<file path="config.mk">
export PLATFORM = sky130hd
export DESIGN_NAME = vend_dispense_sched
export DESIGN_NICKNAME = d
export VERILOG_FILES = /design/src/rtl/vend_pkg.sv /design/src/rtl/rr_arbiter.sv /design/src/rtl/vend_dispense_sched.sv
export SDC_FILE = /design/constraint.sdc
export NUM_CORES = 1
export LEC_CHECK = 0
export ABC_AREA = 1
export CAP_MARGIN = 20
export CORE_AREA = 2 2 52 103
export CTS_BUF_LIST = sky130_fd_sc_hd__clkbuf_16
export CTS_CLUSTER_SIZE = 28
export DETAILED_ROUTE_END_ITERATION = 6
export DIE_AREA = 0 0 54 105
export PLACE_DENSITY = 0.67
export SYNTH_ARGS = -nofsm -noshare
export SYNTH_HDL_FRONTEND = slang
export SYNTH_SLANG_ARGS = --single-unit
</file>
<file path="constraint.sdc">
create_clock -name clk -period 5.5 [get_ports clk]
set_clock_uncertainty 0.1 [all_clocks]
set_input_delay 0.55 -clock clk [delete_from_list [all_inputs] [get_ports clk]]
set_output_delay 0.55 -clock clk [all_outputs]
set_load 0.01 [all_outputs]
</file>
<file path="src/rtl/vend_pkg.sv">
// Shared types for the vending dispense scheduler: FSM states, change codes
// and the code-to-coin-count mapping.
package vend_pkg;

  typedef enum logic [2:0] {
    IDLE,
    MOTOR,
    WAIT_DROP,
    CHANGE,
    FINISH
  } state_t;

  localparam logic [1:0] CHG_NONE = 2'b00;
  localparam logic [1:0] CHG_5    = 2'b01;
  localparam logic [1:0] CHG_10   = 2'b10;

  // Code 11 is not a valid request; it pays out as Rs 10.
  function automatic logic [1:0] chg_to_coins(input logic [1:0] code);
    case (code)
      CHG_NONE:      return 2'd0;
      CHG_5:         return 2'd1;
      CHG_10, 2'b11: return 2'd2;
      default:       return 2'd0;
    endcase
  endfunction

endpackage

</file>
<file path="src/rtl/rr_arbiter.sv">
// Round-robin selector: first asserted request at or after ptr, as one-hot
// grant and binary index.
module rr_arbiter #(
  parameter int NREQ = 4
) (
  input  logic [NREQ-1:0]         req,
  input  logic [$clog2(NREQ)-1:0] ptr,
  output logic [NREQ-1:0]         gnt,
  output logic [$clog2(NREQ)-1:0] idx
);

  localparam int IDX_W = $clog2(NREQ);

  logic [IDX_W-1:0] pos;
  logic             found;

  always_comb begin
    gnt   = '0;
    idx   = '0;
    pos   = '0;
    found = 1'b0;
    for (int k = 0; k < NREQ; k++) begin
      pos = IDX_W'((int'(ptr) + k) % NREQ);
      if (!found && req[pos]) begin
        gnt[pos] = 1'b1;
        idx      = pos;
        found    = 1'b1;
      end
    end
  end

endmodule

</file>
<file path="src/rtl/vend_dispense_sched.sv">
// Shares one dispense motor and one Rs 5 change hopper among NREQ front-ends,
// serving one latched request at a time in round-robin order.
module vend_dispense_sched
  import vend_pkg::*;
#(
  parameter int NREQ         = 4,
  parameter int MOTOR_CYCLES = 8,
  parameter int DROP_TIMEOUT = 64
) (
  input  logic              clk,
  input  logic              rst,
  input  logic [NREQ-1:0]   req,
  input  logic [2*NREQ-1:0] chg,
  input  logic              drop_sense,
  output logic [NREQ-1:0]   grant,
  output logic              motor_on,
  output logic              hopper_pulse,
  output logic [NREQ-1:0]   done,
  output logic [NREQ-1:0]   fault,
  output logic              busy
);

  localparam int IDX_W   = $clog2(NREQ);
  localparam int CNT_MAX = (MOTOR_CYCLES > DROP_TIMEOUT) ? MOTOR_CYCLES : DROP_TIMEOUT;
  localparam int CNT_W   = $clog2(CNT_MAX + 1);

  state_t           state, state_n;
  logic [CNT_W-1:0] cnt, cnt_n;
  logic [1:0]       coins, coins_n;
  logic             phase, phase_n;
  logic [IDX_W-1:0] owner, owner_n, owner_inc;
  logic [IDX_W-1:0] rr_ptr, rr_ptr_n;
  logic [NREQ-1:0]  arb_gnt;
  logic [IDX_W-1:0] arb_idx;
  logic [1:0]       grant_code;

  logic [NREQ-1:0]  grant_n, done_n, fault_n;
  logic             motor_n, hopper_n, busy_n;

  rr_arbiter #(.NREQ(NREQ)) u_arb (
    .req (req),
    .ptr (rr_ptr),
    .gnt (arb_gnt),
    .idx (arb_idx)
  );

  always_comb begin
    grant_code = '0;
    for (int i = 0; i < NREQ; i++)
      if (arb_gnt[i]) grant_code = chg[2*i +: 2];
  end

  assign owner_inc = (owner == IDX_W'(NREQ - 1)) ? '0 : owner + IDX_W'(1);

  always_ff @(posedge clk) begin
    if (rst) begin
      state        <= IDLE;
      cnt          <= '0;
      coins        <= '0;
      phase        <= 1'b0;
      owner        <= '0;
      rr_ptr       <= '0;
      grant        <= '0;
      motor_on     <= 1'b0;
      hopper_pulse <= 1'b0;
      done         <= '0;
      fault        <= '0;
      busy         <= 1'b0;
    end else begin
      state        <= state_n;
      cnt          <= cnt_n;
      coins        <= coins_n;
      phase        <= phase_n;
      owner        <= owner_n;
      rr_ptr       <= rr_ptr_n;
      grant        <= grant_n;
      motor_on     <= motor_n;
      hopper_pulse <= hopper_n;
      done         <= done_n;
      fault        <= fault_n;
      busy         <= busy_n;
    end
  end

  // WAIT_DROP with cnt==0 is the timeout cycle: fault shows then, grant drops next.
  always_comb begin
    state_n  = state;
    cnt_n    = cnt;
    coins_n  = coins;
    phase_n  = phase;
    owner_n  = owner;
    rr_ptr_n = rr_ptr;
    case (state)
      IDLE: begin
        if (|req) begin
          state_n = MOTOR;
          owner_n = arb_idx;
          coins_n = chg_to_coins(grant_code);
          cnt_n   = CNT_W'(MOTOR_CYCLES);
          phase_n = 1'b0;
        end
      end
      MOTOR: begin
        if (cnt == CNT_W'(1)) begin
          state_n = WAIT_DROP;
          cnt_n   = CNT_W'(DROP_TIMEOUT);
        end else begin
          cnt_n = cnt - CNT_W'(1);
        end
      end
      WAIT_DROP: begin
        if (cnt == '0) begin
          state_n  = IDLE;
          rr_ptr_n = owner_inc;
        end else if (drop_sense) begin
          state_n = CHANGE;
        end else begin
          cnt_n = cnt - CNT_W'(1);
        end
      end
      CHANGE: begin
        // phase 0 is the pulse cycle, phase 1 the low gap that retires a coin.
        if (coins == 2'd0) begin
          state_n = FINISH;
        end else if (!phase) begin
          phase_n = 1'b1;
        end else begin
          phase_n = 1'b0;
          coins_n = coins - 2'd1;
          if (coins == 2'd1) state_n = FINISH;
        end
      end
      FINISH: begin
        state_n  = IDLE;
        rr_ptr_n = owner_inc;
      end
      default: state_n = IDLE;
    endcase
  end

  always_comb begin
    grant_n = '0;
    if (state_n != IDLE) grant_n = (state == IDLE) ? arb_gnt : grant;
    motor_n  = (state_n == MOTOR);
    hopper_n = (state_n == CHANGE) && (coins_n != 2'd0) && !phase_n;
    done_n   = (state_n == FINISH) ? grant_n : '0;
    fault_n  = ((state_n == WAIT_DROP) && (cnt_n == '0)) ? grant_n : '0;
    busy_n   = (state_n != IDLE);
  end

endmodule

</file>
==> results.toml <==
[status]
result_of_the_run = "completed"

[placed_design]
post-dp-hpwl_mm = 4.653
numPortBuffers = 29
placement_stage_worst_setup_slack_ns = 2.616
finalWeightedCongestion = 0.9091

[yosys]
synth_top_area_share_pct = 29.65
synth-edff-count = 0
yosysWarningCount = 0
synth_top_area_cell = "sky130_fd_sc_hd__dfxtp_1"
yosys_most_used_dff = "sky130_fd_sc_hd__dfxtp_1"
netlist_area_mm2 = 0.002161
mappedNetlistNets = 327
synth.area.top_cells = "sky130_fd_sc_hd__dfxtp_1, sky130_fd_sc_hd__nand2_1, sky130_fd_sc_hd__ha_1"
yosysSeqAreaShare_pct = 29.65
postSynth.asyncResetShare_pct = 0
ys_ff_latch = 32
synthCells = 300
yosys.cell_types.count = 42
postSynthAreaPerCell_um2 = 7.203

[drt]
detailedRoute.firstPassIterationCount = 4
avgRoutedWirePerCell_um = 14.26
totalWireLength_mm = 5.577
remaining_drc_errors = 0
dr.first_iter.drc_count = 44
via_cell_ratio = 5.248
antenna_left = 0
route.vias.total = 2052

[floorplanning]
floorplan.core_area_mm2 = 0.004865
die_h_um = 105
standard_cell_row_count = 36
chipWidth_um = 54
die_area_mm2 = 0.005670
initial_utilization_pct = 44.42
io_pins = 30

[global_route]
maximum_number_of_pins_on_one_net_before_global_route_repair = 18
grt_util_all_layers_pct = 21.75
grt_antenna_before_repair = 0
grt_first_pass_wirelength_mm = 8.997
globalRouteOverflowTotal = 0
number_of_global_route_vias_before_repair = 2121

[timing]
worstMarginPinSlew_ns = 0.6849
achievable_clock_frequency_ghz = 0.3472
setup_viol_count_final = 0
finalWorstSetupSlack_ns = 2.620
finalMaxSlewViolations = 0
rel_slew_slack_pct = 54.28
final_min_period_over_clock_period_pct = 52.37
fin_tns_setup_ns = 0
hold_viol = 0
rsz0062_at_grt = "false"
layout_min_cycle_time_ns = 2.880

[setup_path]
timing.critical_path.required_ns = 5.61
worstPathArrival_ns = 2.99
timing.critical_path.fanout_max = 15
critical_path_class = "reg2reg"
critical_path_source_type = "register"
end_kind = "register"

[cells_and_area]
seqCellArea_um2 = 640.6
area_growth_syn_to_layout_pct = 23.45
filler_cell_count = 482
layout.cells.most_common_list = "sky130_fd_sc_hd__nand2_1, sky130_fd_sc_hd__inv_1, sky130_fd_sc_hd__nor2_1, sky130_fd_sc_hd__dfxtp_1, sky130_fd_sc_hd__clkdlybuf4s50_1"
layout.nets = 360
multi_input_comb_area_mm2 = 0.001319
antenna_cells = 0
layout.cells.most_common = "sky130_fd_sc_hd__nand2_1"
post_route_cells_drive_above_1_share_pct = 19.16

[clock_tree]
worst_skew_pair.late_latency_ns = 0.28
ctsHtreeMaxLevel = 2
postCtsSetupRepairBufs = 0
post_cts_resize_count = 0
clk_transition_reported_paths_ns = 0.05
tritoncts.num_buffers = 5
buffer_cell_driving_the_clock_tree_root = "sky130_fd_sc_hd__clkbuf_16"
cts.hold.buffers_added = 0
clock_tree_from_tritoncts = "done"
max-clock-path-buffers = 2
numClockSinks = 32

[power]
power.static_leakage_uw = 0.001228
power_density_mw_per_mm2 = 283.4
vdd_ir_drop_max_mv = 0.2097

[hold_path]
worst_hold_path_type = "reg2reg"

[run]
cap_viol_max_count = 0
==> worst max-delay path: stages, from the launching register on <==
cell and delay, ns:
sky130_fd_sc_hd__dfxtp_1 0.76, sky130_fd_sc_hd__inv_2 0.22, sky130_fd_sc_hd__ha_1 0.41, sky130_fd_sc_hd__inv_1 0.13
sky130_fd_sc_hd__nand3_1 0.13, sky130_fd_sc_hd__nand2_4 0.12, sky130_fd_sc_hd__nor2_8 0.05, sky130_fd_sc_hd__nand3_1 0.09
sky130_fd_sc_hd__nand3_2 0.14, sky130_fd_sc_hd__a21oi_1 0.17, sky130_fd_sc_hd__nand2_1 0.08, sky130_fd_sc_hd__a21oi_1 0.12
sky130_fd_sc_hd__nand2_1 0.06, sky130_fd_sc_hd__nand2_1 0.07, sky130_fd_sc_hd__nand2_2 0.06, sky130_fd_sc_hd__a21oi_2 0.10
==> layout make-up <==
type | count | area share [%]
clock inverter | 3 | 1.595
multi-input combinational | 218 | 49.44
sequential | 32 | 24.01
timing repair buffer | 29 | 10.88
inverter | 47 | 6.707
clock buffer | 5 | 4.690
tap | 57 | 2.674
==> cell usage after synthesis (2+ instances only) <==
cell type                  number
sky130_fd_sc_hd__nor3_2         3
sky130_fd_sc_hd__dfxtp_1       32
sky130_fd_sc_hd__nand2_1       56
sky130_fd_sc_hd__ha_1          12
sky130_fd_sc_hd__nand4_1        3
sky130_fd_sc_hd__a31oi_1        4
sky130_fd_sc_hd__nand2_2       12
sky130_fd_sc_hd__o21ai_0        8
sky130_fd_sc_hd__mux2i_1        2
sky130_fd_sc_hd__o21ai_1        4
sky130_fd_sc_hd__a21oi_2        3
sky130_fd_sc_hd__nand3_1       22
sky130_fd_sc_hd__o211ai_1       2
sky130_fd_sc_hd__nor2_1        32
sky130_fd_sc_hd__nand2_4        5
sky130_fd_sc_hd__inv_2         10
sky130_fd_sc_hd__nor2_2         7
sky130_fd_sc_hd__xor2_1         2
sky130_fd_sc_hd__nor3_1         5
sky130_fd_sc_hd__a21boi_2       2
sky130_fd_sc_hd__inv_1         36
sky130_fd_sc_hd__nand3_2        5
sky130_fd_sc_hd__a21oi_1       14
==> state kept, by name, indices dropped and copies added, names as in the netlist <==
register and flops:
busy 1, fault 4, motor_on 1, cnt 7, coins 2, grant 4, state 3, hopper_pulse 1
rr_ptr 2, owner 2, phase 1, done 4
==> layer usage <==
layer	share of wire (%)	GRT usage [%]
met4	5.0	14.29
met3	2.4	2.714
met5	0	0
met2	61	42.86
met1	32	17.50
==> per-stage QoR <==
step | hold WS [ns] | cell area, µm² | utilization, % | total power, µW | instances
floorplan | 0.3601 | 2161 | - | 391.4 | 300
global placement | 0.3780 | 2500 | 51.39 | 444.1 | 383
detailed placement | 0.3792 | 2500 | 51.39 | 445.7 | 383
CTS | 0.3883 | 2668 | 54.84 | 758.5 | 391
global route | 0.4058 | 2668 | 54.84 | 790.9 | 391
finish | 0.3859 | 2668 | 54.84 | 755.9 | 391
==> path summary, 6_finish.rpt <==
path / depth (start not counted) / slack (ns) / start / end
worst max-delay path: 15 / 2.62 / rr_ptr[0] / hopper_pulse
worst min register to register: 2 / 0.39 / owner[0] / owner[0]
worst max register to register: 15 / 2.62 / rr_ptr[0] / hopper_pulse
worst min-delay path: 2 / 0.39 / owner[0] / owner[0]
==> cell families after synthesis <==
kind of cell | synth area share [%]
and+or+nand+nor | 37.70
xor gates and xnor gates | 0.8108
AOI/OAI and AO/OA | 14.65
muxes | 0.9265
buffers and inverters | 9.323
adders and majority gates | 6.948
DFF | 29.65
==> where the power goes <==
| group | internal (µW) | switching [µW] | leakage (µW) | total (µW) |
|---|---|---|---|---|
| clock network | 212 | 103 | 0.0000798 | 315 |
| registers | 248 | 14.0 | 0.000261 | 262 |
| logic | 68.6 | 110 | 0.000887 | 179 |
| total | 529 | 227 | 0.00123 | 756 |
(Power assumes the default switching activity.)
